`config.mk`:
```
export PLATFORM = sky130hd
export DESIGN_NAME = multicycle_sequencer_flat
export DESIGN_NICKNAME = d
export VERILOG_FILES = /design/src/rtl/multicycle_sequencer_if.sv /design/src/rtl/multicycle_sequencer.sv /design/src/flat_wrapper.sv
export SDC_FILE = /design/constraint.sdc
export NUM_CORES = 1
export LEC_CHECK = 0
export CORE_ASPECT_RATIO = 0.8
export CORE_MARGIN = 3
export CORE_UTILIZATION = 45
export DETAILED_ROUTE_END_ITERATION = 6
export GPL_TIMING_DRIVEN = 0
export PLACE_DENSITY = 0.8
export SYNTH_ARGS = -nofsm -noshare
export SYNTH_HDL_FRONTEND = slang
export SYNTH_SLANG_ARGS = --single-unit
```
`constraint.sdc`:
```
create_clock -name clk -period 5.9 [get_ports clk]
set_input_delay 0.885 -clock clk [delete_from_list [all_inputs] [get_ports clk]]
set_output_delay 0.885 -clock clk [all_outputs]
set_load 0.01 [all_outputs]
```
`src/rtl/multicycle_sequencer_if.sv`:
```
// Shared instruction/data memory port between the multicycle sequencer and memory.
// Handshake: mem_req is raised by the sequencer and held, with iord/memwrite stable, until a
// cycle with mem_ready=1 completes the access; mem_ready seen while mem_req=0 means nothing.
interface multicycle_sequencer_if;
  logic mem_req;
  logic iord;
  logic memwrite;
  logic mem_ready;

  modport master (
    output mem_req,
    output iord,
    output memwrite,
    input  mem_ready
  );

  modport slave (
    input  mem_req,
    input  iord,
    input  memwrite,
    output mem_ready
  );
endinterface

```
`src/rtl/multicycle_sequencer.sv`:
```
// Control FSM for the multicycle LEGv8 core: FETCH/DECODE/EXEC/MEM/WB over one shared memory
// port, with a memory stall watchdog, a sticky fault flag and a retired-instruction counter.
module multicycle_sequencer #(
  parameter int          OPCODESIZE   = 11,
  parameter int          ALUOPSIZE    = 4,
  parameter int          MEM_TIMEOUT  = 255,
  parameter logic [31:0] INSTRET_INIT = 32'd0
) (
  input  logic                  clk,
  input  logic                  rst,
  input  logic                  run,
  input  logic [OPCODESIZE-1:0] opcode,
  input  logic                  alu_zero,
  multicycle_sequencer_if.master mem,
  output logic                  irwrite,
  output logic                  pcwrite,
  output logic                  pcsrc,
  output logic                  alusrc,
  output logic [ALUOPSIZE-1:0]  aluop,
  output logic                  regwrite,
  output logic [1:0]            regsrc,
  output logic                  setflags,
  output logic [31:0]           instret,
  output logic                  fault,
  output logic [2:0]            state_dbg
);

  localparam logic [ALUOPSIZE-1:0] ALU_AND   = ALUOPSIZE'(0);
  localparam logic [ALUOPSIZE-1:0] ALU_ORR   = ALUOPSIZE'(1);
  localparam logic [ALUOPSIZE-1:0] ALU_ADD   = ALUOPSIZE'(2);
  localparam logic [ALUOPSIZE-1:0] ALU_SUB   = ALUOPSIZE'(6);
  localparam logic [ALUOPSIZE-1:0] ALU_PASSB = ALUOPSIZE'(7);

  localparam logic [1:0] REGSRC_ALU = 2'd0;
  localparam logic [1:0] REGSRC_MEM = 2'd1;

  localparam logic [15:0] STALL_LIMIT = 16'(MEM_TIMEOUT - 1);

  typedef enum logic [2:0] {
    FETCH  = 3'd0,
    DECODE = 3'd1,
    EXEC   = 3'd2,
    MEM    = 3'd3,
    WB     = 3'd4,
    FAULT  = 3'd5
  } state_t;

  typedef enum logic [2:0] {
    C_ILL, C_RTYPE, C_ADDI, C_LDUR, C_STUR, C_CBZ, C_B
  } cls_t;

  state_t                 state, state_next;
  cls_t                   cls;
  logic                   is_adds;
  logic [ALUOPSIZE-1:0]   r_aluop;
  logic [15:0]            stall_cnt, stall_next;
  logic                   retire;
  logic [10:0]            op;

  assign op        = opcode[10:0];
  assign state_dbg = state;

  always_comb begin
    cls     = C_ILL;
    is_adds = 1'b0;
    r_aluop = ALU_ADD;
    if (op == 11'h458) begin
      cls = C_RTYPE;
    end else if (op == 11'h658) begin
      cls     = C_RTYPE;
      r_aluop = ALU_SUB;
    end else if (op == 11'h450) begin
      cls     = C_RTYPE;
      r_aluop = ALU_AND;
    end else if (op == 11'h550) begin
      cls     = C_RTYPE;
      r_aluop = ALU_ORR;
    end else if (op == 11'h558) begin
      cls     = C_RTYPE;
      is_adds = 1'b1;
    end else if (op[10:1] == 10'h244) begin
      cls = C_ADDI;
    end else if (op == 11'h7C2) begin
      cls = C_LDUR;
    end else if (op == 11'h7C0) begin
      cls = C_STUR;
    end else if (op[10:3] == 8'b1011_0100) begin
      cls = C_CBZ;
    end else if (op[10:5] == 6'b000101) begin
      cls = C_B;
    end
  end

  always_ff @(posedge clk) begin
    if (rst) begin
      state     <= FETCH;
      stall_cnt <= 16'd0;
      instret   <= INSTRET_INIT;
    end else begin
      state     <= state_next;
      stall_cnt <= stall_next;
      if (retire) instret <= instret + 32'd1;
    end
  end

  // A nonzero stall count in FETCH marks an outstanding fetch, so dropping run cannot
  // withdraw a request that memory has not yet completed.
  always_comb begin
    state_next   = state;
    stall_next   = stall_cnt;
    retire       = 1'b0;
    mem.mem_req  = 1'b0;
    mem.iord     = 1'b0;
    mem.memwrite = 1'b0;
    irwrite      = 1'b0;
    pcwrite      = 1'b0;
    pcsrc        = 1'b0;
    alusrc       = 1'b0;
    aluop        = '0;
    regwrite     = 1'b0;
    regsrc       = REGSRC_ALU;
    setflags     = 1'b0;
    fault        = 1'b0;
    if (!rst) begin
      unique case (state)
        FETCH: begin
          if (run || stall_cnt != 16'd0) begin
            mem.mem_req = 1'b1;
            if (mem.mem_ready) begin
              irwrite    = 1'b1;
              pcwrite    = 1'b1;
              stall_next = 16'd0;
              state_next = DECODE;
            end else if (stall_cnt == STALL_LIMIT) begin
              state_next = FAULT;
            end else begin
              stall_next = stall_cnt + 16'd1;
            end
          end
        end
        DECODE: state_next = (cls == C_ILL) ? FAULT : EXEC;
        EXEC: begin
          unique case (cls)
            C_RTYPE, C_ADDI: begin
              aluop      = r_aluop;
              alusrc     = (cls == C_ADDI);
              state_next = WB;
            end
            C_LDUR, C_STUR: begin
              aluop      = ALU_ADD;
              alusrc     = 1'b1;
              stall_next = 16'd0;
              state_next = MEM;
            end
            C_CBZ: begin
              aluop      = ALU_PASSB;
              pcwrite    = alu_zero;
              pcsrc      = 1'b1;
              retire     = 1'b1;
              stall_next = 16'd0;
              state_next = FETCH;
            end
            C_B: begin
              pcwrite    = 1'b1;
              pcsrc      = 1'b1;
              retire     = 1'b1;
              stall_next = 16'd0;
              state_next = FETCH;
            end
            default: state_next = FAULT;
          endcase
        end
        MEM: begin
          mem.mem_req  = 1'b1;
          mem.iord     = 1'b1;
          mem.memwrite = (cls == C_STUR);
          if (mem.mem_ready) begin
            stall_next = 16'd0;
            if (cls == C_STUR) begin
              retire     = 1'b1;
              state_next = FETCH;
            end else begin
              state_next = WB;
            end
          end else if (stall_cnt == STALL_LIMIT) begin
            state_next = FAULT;
          end else begin
            stall_next = stall_cnt + 16'd1;
          end
        end
        WB: begin
          regwrite   = 1'b1;
          regsrc     = (cls == C_LDUR) ? REGSRC_MEM : REGSRC_ALU;
          setflags   = is_adds;
          retire     = 1'b1;
          stall_next = 16'd0;
          state_next = FETCH;
        end
        FAULT: fault = 1'b1;
        default: state_next = FAULT;
      endcase
    end
  end

endmodule

```
`src/flat_wrapper.sv`:
```
// flat-port wrapper written by rule: the top's interface ports become plain ports
module multicycle_sequencer_flat 
#(
  parameter int          OPCODESIZE   = 11,
  parameter int          ALUOPSIZE    = 4,
  parameter int          MEM_TIMEOUT  = 255,
  parameter logic [31:0] INSTRET_INIT = 32'd0
)
  (clk, rst, run, opcode, alu_zero, irwrite, pcwrite, pcsrc, alusrc, aluop, regwrite, regsrc, setflags, instret, fault, state_dbg, mem_mem_req, mem_iord, mem_memwrite, mem_mem_ready);
  multicycle_sequencer_if mem_i ();
  input  logic clk;
  input  logic rst;
  input  logic run;
  input  logic [OPCODESIZE-1:0] opcode;
  input  logic alu_zero;
  output logic irwrite;
  output logic pcwrite;
  output logic pcsrc;
  output logic alusrc;
  output logic [ALUOPSIZE-1:0] aluop;
  output logic regwrite;
  output logic [1:0] regsrc;
  output logic setflags;
  output logic [31:0] instret;
  output logic fault;
  output logic [2:0] state_dbg;
  output wire logic [$bits(mem_i.mem_req)-1:0] mem_mem_req;
  output wire logic [$bits(mem_i.iord)-1:0] mem_iord;
  output wire logic [$bits(mem_i.memwrite)-1:0] mem_memwrite;
  input wire logic [$bits(mem_i.mem_ready)-1:0] mem_mem_ready;
  assign mem_mem_req = mem_i.mem_req;
  assign mem_iord = mem_i.iord;
  assign mem_memwrite = mem_i.memwrite;
  assign mem_i.mem_ready = mem_mem_ready;
  multicycle_sequencer #(.OPCODESIZE(OPCODESIZE), .ALUOPSIZE(ALUOPSIZE), .MEM_TIMEOUT(MEM_TIMEOUT), .INSTRET_INIT(INSTRET_INIT)) u_core (.clk(clk), .rst(rst), .run(run), .opcode(opcode), .alu_zero(alu_zero), .mem(mem_i), .irwrite(irwrite), .pcwrite(pcwrite), .pcsrc(pcsrc), .alusrc(alusrc), .aluop(aluop), .regwrite(regwrite), .regsrc(regsrc), .setflags(setflags), .instret(instret), .fault(fault), .state_dbg(state_dbg));
endmodule
```
==> After elaboration in Yosys (flattened, before gate mapping) <==
Index checks and enable logic that the tools add are counted.
{ "word_totals": {"regBits": 51, "in_bits": 16} }
{ "op_classes": {"n_addsub": 2, "eq_ne": 24, "mux": 68, "bitwise": 1, "reduce_logical": 11} }
{ "ops": {"columns": ["operator", "count"], "rows": [
  ["== test 11 bit, second input constant", 7],
  ["2-to-1 mux 16 bit", 4],
  ["one-hot mux 16 bit (4 select lines)", 1],
  ["2-to-1 mux 3 bit", 16],
  ["adder 32 x 1 -> 32 bit, second input constant", 1],
  ["2-to-1 mux 1 bit", 31],
  ["2-to-1 mux 4 bit", 5],
  ["one-hot mux 3 bit (6 select lines)", 1],
  ["adder 16 x 1 -> 16 bit, second input constant", 1],
  ["== test 16 x 8 -> 1 bit, second input constant", 1],
  ["nonzero test 16 bit", 1],
  ["== test 3 bit, second input constant", 5],
  ["== test 3 x 2 -> 1 bit, second input constant", 4],
  ["one-hot mux 4 bit (3 select lines)", 1],
  ["== test 10 bit, second input constant", 1],
  ["one-hot mux 3 bit (3 select lines)", 1],
  ["== test 8 bit, second input constant", 1],
  ["one-hot mux 1 bit (2 select lines)", 4],
  ["== test 3 x 1 -> 1 bit, second input constant", 2],
  ["== test 6 x 3 -> 1 bit, second input constant", 1],
  ["logical NOT 3 bit", 2],
  ["2-to-1 mux 2 bit", 3],
  ["OR reduction 2 bit", 3],
  ["nonzero test 4 bit", 1],
  ["8 further kinds", 8]
]} }

==> Longest topological paths before layout <==
Gate-level depths: netlist of the first run.
{ "depth": {"word_depth": 16, "mapped_depth": 14, "depth_no_buf": 13} }

==> Least setup slack after synthesis of the first run <==
OpenSTA, ideal clock, no wires.
{ "synth_path": {"kind": "input to output", "startpoint": "input opcode[1]", "endpoint": "output pcwrite", "arrival_ns": 3.263, "required_ns": 5.015, "setup_slack_ns": 1.752, "path_stages": 8, "path_cell_list": "or4_4 > or4b_2 > and3_1 > inv_1 > ha_1 > a21oi_1 > o31a_1 > nor4_1"} }
{ "synth_between": {"elab_chain_cells": 13, "elab_cells_between_ends": 21, "cone_classes": "eq/ne (10); mux (11)"} }
{ "synth_lines": {"columns": ["item", "line_no", "text"], "rows": [
  ["start: declaration", "flat_wrapper.sv:14", "input logic [OPCODESIZE-1:0] opcode;"],
  ["== test 11 bit", "multicycle_sequencer.sv:85", "end else if (op == 11'h7C0) begin"],
  ["2-to-1 mux 3 bit", "multicycle_sequencer.sv:85", null],
  ["2-to-1 mux 3 bit", "multicycle_sequencer.sv:83", "end else if (op == 11'h7C2) begin"],
  ["2-to-1 mux 3 bit", "multicycle_sequencer.sv:81", "end else if (op[10:1] == 10'h244) begin"],
  ["2-to-1 mux 3 bit", "multicycle_sequencer.sv:78", "end else if (op == 11'h558) begin"],
  ["2-to-1 mux 3 bit", "multicycle_sequencer.sv:75", "end else if (op == 11'h550) begin"],
  ["2-to-1 mux 3 bit", "multicycle_sequencer.sv:72", "end else if (op == 11'h450) begin"],
  ["2-to-1 mux 3 bit", "multicycle_sequencer.sv:69", "end else if (op == 11'h658) begin"],
  ["2-to-1 mux 3 bit (*)", "multicycle_sequencer.sv:67", "if (op == 11'h458) begin"],
  ["== test 3 bit", "multicycle_sequencer.sv:143", "unique case (cls)"],
  ["one-hot mux 1 bit (2 select lines) (*)", "multicycle_sequencer.sv:143", null],
  ["one-hot mux 1 bit (2 select lines) (*)", "multicycle_sequencer.sv:125", "unique case (state)"],
  ["2-to-1 mux 1 bit (*)", "multicycle_sequencer.sv:124", "if (!rst) begin"],
  ["end: declaration", "flat_wrapper.sv:17", "output logic pcwrite;"]
]} }
Every way passes the cells marked *; elsewhere a longest branch is shown, timed or not.

==> Worst setup path in the final report of the first run <==
{ "layout_path": {"startpoint": "input opcode[0]", "endpoint": "output pcwrite"} }
Same word-level chain as after synthesis.

==> results of run 1 <==
-- cell type report --
class,instances,area (um2)
clock inverter,3,43.8
tap,87,109
clock buffer,5,68.8
buffer,25,105
fill,629,2850
timing repair buffer,63,631
inverter,20,75.1
multi-input combinational,324,2060
sequential,51,1020
-- power by group --
group | internal, mW | switching (mW) | leakage, nW | total [mW]
Sequential | 0.348 | 0.00490 | 0.411 | 0.353
Clock | 0.126 | 0.119 | 0.0581 | 0.246
Combinational | 0.0402 | 0.0588 | 0.874 | 0.0990
-- stage by stage --
stage / setup slack [ns] / instances / utilization
final: 0.666 / 578 / 0.591
after global routing: 0.490 / 578 / 0.591
after CTS: 0.674 / 578 / 0.591
after detailed placement: 0.689 / 570 / 0.575
after floorplan: 1.75 / 420 / -
after global placement: 0.732 / 570 / 0.575
-- per-layer routing --
layer  GRT usage  routed length (um)
met5           0                   0
met4      0.0385                  65
met2       0.339                4040
met1       0.279                3940
met3      0.0361                 646
-- registers in the layout (all words and copies together) (netlist names) --
signal and cells:
u_core.state_dbg 3, u_core.stall_cnt 16, u_core.instret 32
-- Yosys cell counts (all sizes together), types with 3 or more instances --
cell / count / area share
inv: 20 / 0.023
o211ai: 3 / 0.0069
clkbuf: 20 / 0.023
or4: 4 / 0.010
buf: 5 / 0.0092
o311ai: 7 / 0.021
or3b: 3 / 0.0081
xnor2: 24 / 0.065
or4b: 3 / 0.0092
dfxtp: 51 / 0.31
or2: 5 / 0.0096
o41ai: 4 / 0.011
nand2: 26 / 0.030
o21ai: 13 / 0.020
a211oi: 13 / 0.030
nor2: 49 / 0.056
o31ai: 6 / 0.014
ha: 8 / 0.031
nand2b: 8 / 0.015
nand3b: 4 / 0.0092
nand4: 14 / 0.027
a21boi: 4 / 0.0092
and2: 8 / 0.016
a31oi: 4 / 0.0077
o21a: 4 / 0.0092
or3: 4 / 0.0077
nor3: 9 / 0.017
and3: 9 / 0.017
nor4: 12 / 0.027
a21oi: 31 / 0.049
nand3: 18 / 0.028
-- tightest hold or removal path, cell delays in order (launching register included) --
cell	delay, ns
dfxtp_1	0.33
nand2_1	0.05
o21ai_0	0.07
-- logic make-up after synthesis --
| family | count (synthesis) |
|---|---|
| AOI/OAI and AO/OA | 101 |
| xor gates and xnor gates | 25 |
| adders and majority gates | 8 |
| buffers and inverters | 45 |
| DFF | 51 |
| muxes | 3 |
| other | 1 |
| and+or+nand+nor | 185 |
-- worst paths after layout --
check / to / slack [ns]
worst max register to register: u_core.stall_cnt[14] / 3.09
worst min-delay path: u_core.stall_cnt[15] / 0.50
worst min register to register: u_core.stall_cnt[15] / 0.50
worst max-delay path: pcwrite / 0.67
==> key figures, run 1 <==
Worst setup path
  – Arrival time reported for the critical path endpoint: approximately 4.4 ns
  – Critical path peak fanout: 6
  – Cell with the largest stage delay on the worst path: or4b_2
  – Most frequent CP cell: clkdlybuf4s50_1
  – Kind of launch point of the worst setup path: input port
  – Cell-by-cell listing of the critical path: clkdlybuf4s50_1, or4_4, or4b_2, and3_1, inv_1, ha_1, a21oi_1, o31a_1, nor4_1, clkdlybuf4s50_1
  – CP required: 5.02 ns
  – Worst setup path start: opcode[0]
  – Number of gates on the worst path with buffers counted: 10
  – Bufs and invs on worst path: 3
  – Family with the most delay on the worst path: simple AND/OR/NAND/NOR gates
  – FF-to-FF path depth: 8
  – Type of destination of the critical path: output pin
  – Reg2reg start: u_core.stall_cnt[8]
  – Critical Setup Path Class: input port to output pin
  – Crit path largest cell delay: just under 0.7 ns

Flow run
  – Max-capacitance violation count: 0

STA
  – Pin slew with the least headroom to its limit: a little over 1 ns
  – FMAX: approximately 0.19 GHz
  – Setup total negative slack: 0 ns
  – Clock period minus worst slack: between 5 and 6 ns
  – Unrepaired setup endpoints after global routing: no
  – Hold violation count in the final report: 0
  – Post-route clock period utilization: 0.887
  – Worst hold-check slack: between 0.5 and 0.6 ns
  – Relative slew margins: 0.320
  – Setup clock skew after layout: roughly 0.011 ns
  – Final Setup Violations: 0
  – Number of max-slew violations in the final report: 0

Global route
  – Total congestion overflow after global routing: 0
  – Combined global-route utilization of all metal layers: 0.204
  – Antenna violations before repair: 0
  – Via count of the first global-routing pass: between 2000 and 3000
  – Largest net degree at the start of global routing: 17
  – Global-route wire length before repair: about 14 mm

Synthesis
  – Parity-gate share of the synthesized area counting xor and xnor cells: 0.0672
  – Post-synthesis average cell area: 7.77 um2
  – Complex-gate fraction of the synthesized area: 0.210
  – Async SR Flop Fraction: 0
  – Combinational family with the most area after synthesis: simple AND/OR/NAND/NOR gates
  – Gate count after technology mapping: 419
  – Portion of the post-synthesis area used by sequential elements: 0.313
  – Yosys Warn Count: 0
  – Post-synthesis instance area: approximately 0.0033 mm2
  – Fraction of the mapped netlist area in simple logic gates: 0.312
  – Number of distinct library cells after synthesis: 62
  – Number of synthesized flops with an enable pin: 0
  – Post-synthesis register bit count: 51
  – Fraction of the mapped netlist area in adder cells: 0.0307
  – Post-synth top flop: dfxtp_1
  – Mux share of post-synthesis cell area: 0.00999

Finish
  – Synth-to-Final Area Change: 26.3%
  – Share of cells above drive strength 1: 0.0631
  – Nets@finish: roughly 510
  – Count of inserted antenna diode cells: 0
  – Most common library cell in the layout ignoring fill and taps: clkdlybuf4s50_1
  – Top library cells by usage in the layout, fill and taps aside: 63 x clkdlybuf4s50_1, 51 x dfxtp_1, 49 x nor2_1, 30 x a21oi_1, 26 x nand2_1
  – Cell area after layout: approximately 0.0041 mm2

Clock network
  – Cts bufs inserted: 5
  – Clk sinks: 51
  – Buffer levels on the longest clock path: 2
  – Number of post-CTS setup repair buffers: 0
  – Worst-path clk slew: ~0.10 ns
  – # resized after CTS: 0
  – CTS Root Buffer Type: clkbuf_8
  – Clock latency on the worst-skew pair: about 0.31 ns
  – Clock tree from TritonCTS: built
  – H-tree level count: 2
  – CTS Hold Bufs: 0

Place
  – Number of buffer cells added on primary ports: between 60 and 70
  – Detail Placement HPWL: about 6.5 mm
  – Placement Cell Area: 0.00400 mm2
  – GPL Wtd Cong: between 0.8 and 0.9

Route
  – Number of detailed-routing iterations run before antenna repair: 5
  – Wirelength, routed: a little under 9 mm
  – Count of antenna-violating nets left after detailed routing: 0
  – Drt wl/cell: approximately 15 um
  – Via count: 3389
  – Number of remaining DRC errors: 0
  – Per-cell via count in the routed design: between 5 and 6
  – First-iteration detailed-routing DRC count: ~260

Min path
  – Min-delay src: u_core.stall_cnt[15]
  – Worst Hold Class: flip-flop to flip-flop
  – Worst Hold Path Cells: 2

Pwr
  – Max rail drop VDD: roughly 0.10 mV
  – Overall power: around 0.7 mW
  – Leakage power total: 1.34 nW
  – Power density of the placed cells: approximately 170 mW/mm2

Die
  – I/O pin count: 67
  – Die Span Y: approximately 82 um
  – Total core area: a little under 0.007 mm2
  – Initial Util: 0.468
  – Overall die area: 0.00830 mm2
  – Die width: 101 um
  – Placement row count: 27

Outcome
  – Status: finished, final reports clean
Note: power is estimated with default switching activity, not from simulation.
==> inputs of run 2 (changes only) <==
- PLACE_DENSITY: 0.8 -> 0.71
==> key figures, run 2 (synthesized netlist as in run 1, its figures left out) <==
Outcome
  – Status: finished, final reports clean (unchanged)

Min path
  – Worst Hold Class: flip-flop to flip-flop (unchanged)

STA
  – Setup total negative slack: 0 ns (unchanged)
  – Final Setup Violations: 0 (unchanged)
  – Relative slew margins: 0.376 (was 0.320)
  – Pin slew with the least headroom to its limit: 0.929 ns (was 1.01 ns)
  – Setup clock skew after layout: 0.00519 ns (was 0.0109 ns)
  – Hold violation count in the final report: 0 (unchanged)
  – Clock period minus worst slack: 5.21 ns (was 5.23 ns)
  – FMAX: 0.192 GHz (was 0.191 GHz)
  – Post-route clock period utilization: 0.882 (was 0.887)
  – Worst hold-check slack: 0.485 ns (was 0.504 ns)
  – Unrepaired setup endpoints after global routing: no (unchanged)
  – Number of max-slew violations in the final report: 0 (unchanged)

Place
  – Detail Placement HPWL: 6.53 mm (was 6.54 mm)
  – Number of buffer cells added on primary ports: 63 (unchanged)
  – GPL Wtd Cong: 0.917 (was 0.883)

Route
  – Drt wl/cell: 14.9 um (was 15.0 um)
  – Wirelength, routed: 8.60 mm (was 8.69 mm)
  – Count of antenna-violating nets left after detailed routing: 0 (unchanged)
  – First-iteration detailed-routing DRC count: 178 (was 259)
  – Per-cell via count in the routed design: 5.82 (was 5.86)
  – Number of detailed-routing iterations run before antenna repair: 4 (was 5)
  – Via count: 3365 (was 3389)
  – Number of remaining DRC errors: 0 (unchanged)

Worst setup path
  – CP required: 5.02 ns (about the same)
  – Type of destination of the critical path: output pin (unchanged)
  – Kind of launch point of the worst setup path: input port (unchanged)
  – Critical path peak fanout: 6 (unchanged)
  – Critical Setup Path Class: input port to output pin (unchanged)
  – Arrival time reported for the critical path endpoint: 4.32 ns (was 4.35 ns)

Finish
  – Max reg flops: 32 (unchanged)
  – Multi-input logic area: 0.00206 mm2 (unchanged)
  – Share of cells above drive strength 1: 0.0611 (was 0.0631)
  – Sequential cell area: 0.00102 mm2 (unchanged)
  – Top library cells by usage in the layout, fill and taps aside: 63 x clkdlybuf4s50_1, 51 x dfxtp_1, 49 x nor2_1, 30 x a21oi_1, 26 x nand2_1 (unchanged)
  – Count of inserted antenna diode cells: 0 (unchanged)
  – Filler cell count in the final layout: 645 (was 629)
  – Synth-to-Final Area Change: 25.4% (was 26.3%)
  – Most common library cell in the layout ignoring fill and taps: clkdlybuf4s50_1 (unchanged)
  – Nets@finish: 514 (unchanged)
  – Register ranked first by flip-flop count: u_core.instret (unchanged)

Clock network
  – Buffer levels on the longest clock path: 2 (unchanged)
  – Clock tree from TritonCTS: built (unchanged)
  – CTS Hold Bufs: 0 (unchanged)
  – H-tree level count: 2 (unchanged)
  – Worst-path clk slew: 0.09 ns (was 0.10 ns)
  – Cts bufs inserted: 5 (unchanged)
  – Clock latency on the worst-skew pair: 0.31 ns (about the same)
  – # resized after CTS: 0 (unchanged)
  – CTS Root Buffer Type: clkbuf_8 (unchanged)
  – Number of post-CTS setup repair buffers: 0 (unchanged)
  – Clk sinks: 51 (unchanged)

Die
  – Total core area: 0.00696 mm2 (unchanged)
  – Die width: 101 um (unchanged)
  – Die Span Y: 82.1 um (unchanged)
  – Overall die area: 0.00830 mm2 (unchanged)
  – Placement row count: 27 (unchanged)
  – Initial Util: 0.468 (unchanged)
  – I/O pin count: 67 (unchanged)

Global route
  – Via count of the first global-routing pass: 2999 (was 2986)
  – Combined global-route utilization of all metal layers: 0.211 (was 0.204)
  – Global-route wire length before repair: 14.3 mm (was 14.0 mm)
  – Largest net degree at the start of global routing: 16 (was 17)
  – Total congestion overflow after global routing: 0 (unchanged)
  – Antenna violations before repair: 0 (unchanged)

Pwr
  – Power density of the placed cells: 160 mW/mm2 (was 170 mW/mm2)
  – Leakage power total: 1.33 nW (was 1.34 nW)
  – Max rail drop VDD: 0.0923 mV (was 0.103 mV)
  – Overall power: 0.652 mW (was 0.697 mW)

Flow run
  – Max-capacitance violation count: 0 (unchanged)
==> run 2: cell types whose count changed in the layout (fill, tap and decap cells not counted), sizes merged <==
cell	previous run	this run
bufinv	1	0
clkbuf	25	26
clkinv	2	1
clkinvlp	0	1
==> run 2: routing by layer <==
metal / up-vias / global-route usage / wire, um
met5: - / 0 / 0
met4: 0 / 0.0611 / 110
met3: 11 / 0.0386 / 587
met2: 119 / 0.319 / 3760
met1: 1567 / 0.307 / 4140
li1: 1668 / - / -
==> run 2: area by class of cell <==
| type | instances | area share |
|---|---|---|
| Multi-Input combinational cell | 324 | 0.504 |
| Clock inverter | 2 | 0.00306 |
| Buffer | 25 | 0.0257 |
| Tap cell | 87 | 0.0266 |
| Sequential cell | 51 | 0.250 |
| Timing Repair Buffer | 63 | 0.154 |
| Clock buffer | 6 | 0.0178 |
| Inverter | 20 | 0.0184 |
==> run 2: final timing paths <==
kind	from	endpoint	slack, ns	cells past startpoint
worst max-delay path	opcode[0]	pcwrite	0.69	10
worst min-delay path	u_core.stall_cnt[15]	u_core.stall_cnt[15]	0.49	2
worst max register to register	u_core.stall_cnt[8]	u_core.stall_cnt[12]	3.09	8
worst min register to register	u_core.stall_cnt[15]	u_core.stall_cnt[15]	0.49	2
==> run 2: critical path, cell delays in order <==
cell and delay (ns):
clkdlybuf4s50_1 0.45, or4_4 0.56, or4b_2 0.69, and3_1 0.24
inv_1 0.09, ha_1 0.28, a21oi_1 0.09, o31a_1 0.23
nor4_1 0.19, clkdlybuf4s50_1 0.60
==> run 2: metrics by stage <==
step / util / cell area (um2) / setup slack (ns) / instances
4_1_cts: 0.587 / 4090 / 0.671 / 578
3_5_place_dp: 0.575 / 4000 / 0.696 / 570
5_1_grt: 0.587 / 4090 / 0.509 / 578
2_1_floorplan: - / 3260 / 1.75 / 420
3_3_place_gp: 0.575 / 4000 / 0.736 / 570
6_report: 0.587 / 4090 / 0.695 / 578
==> run 2: where the power goes <==
group,switching [mW],internal [mW]
clock,0.117,0.0832
combinational,0.0581,0.0403
sequential,0.00516,0.348
total,0.181,0.471
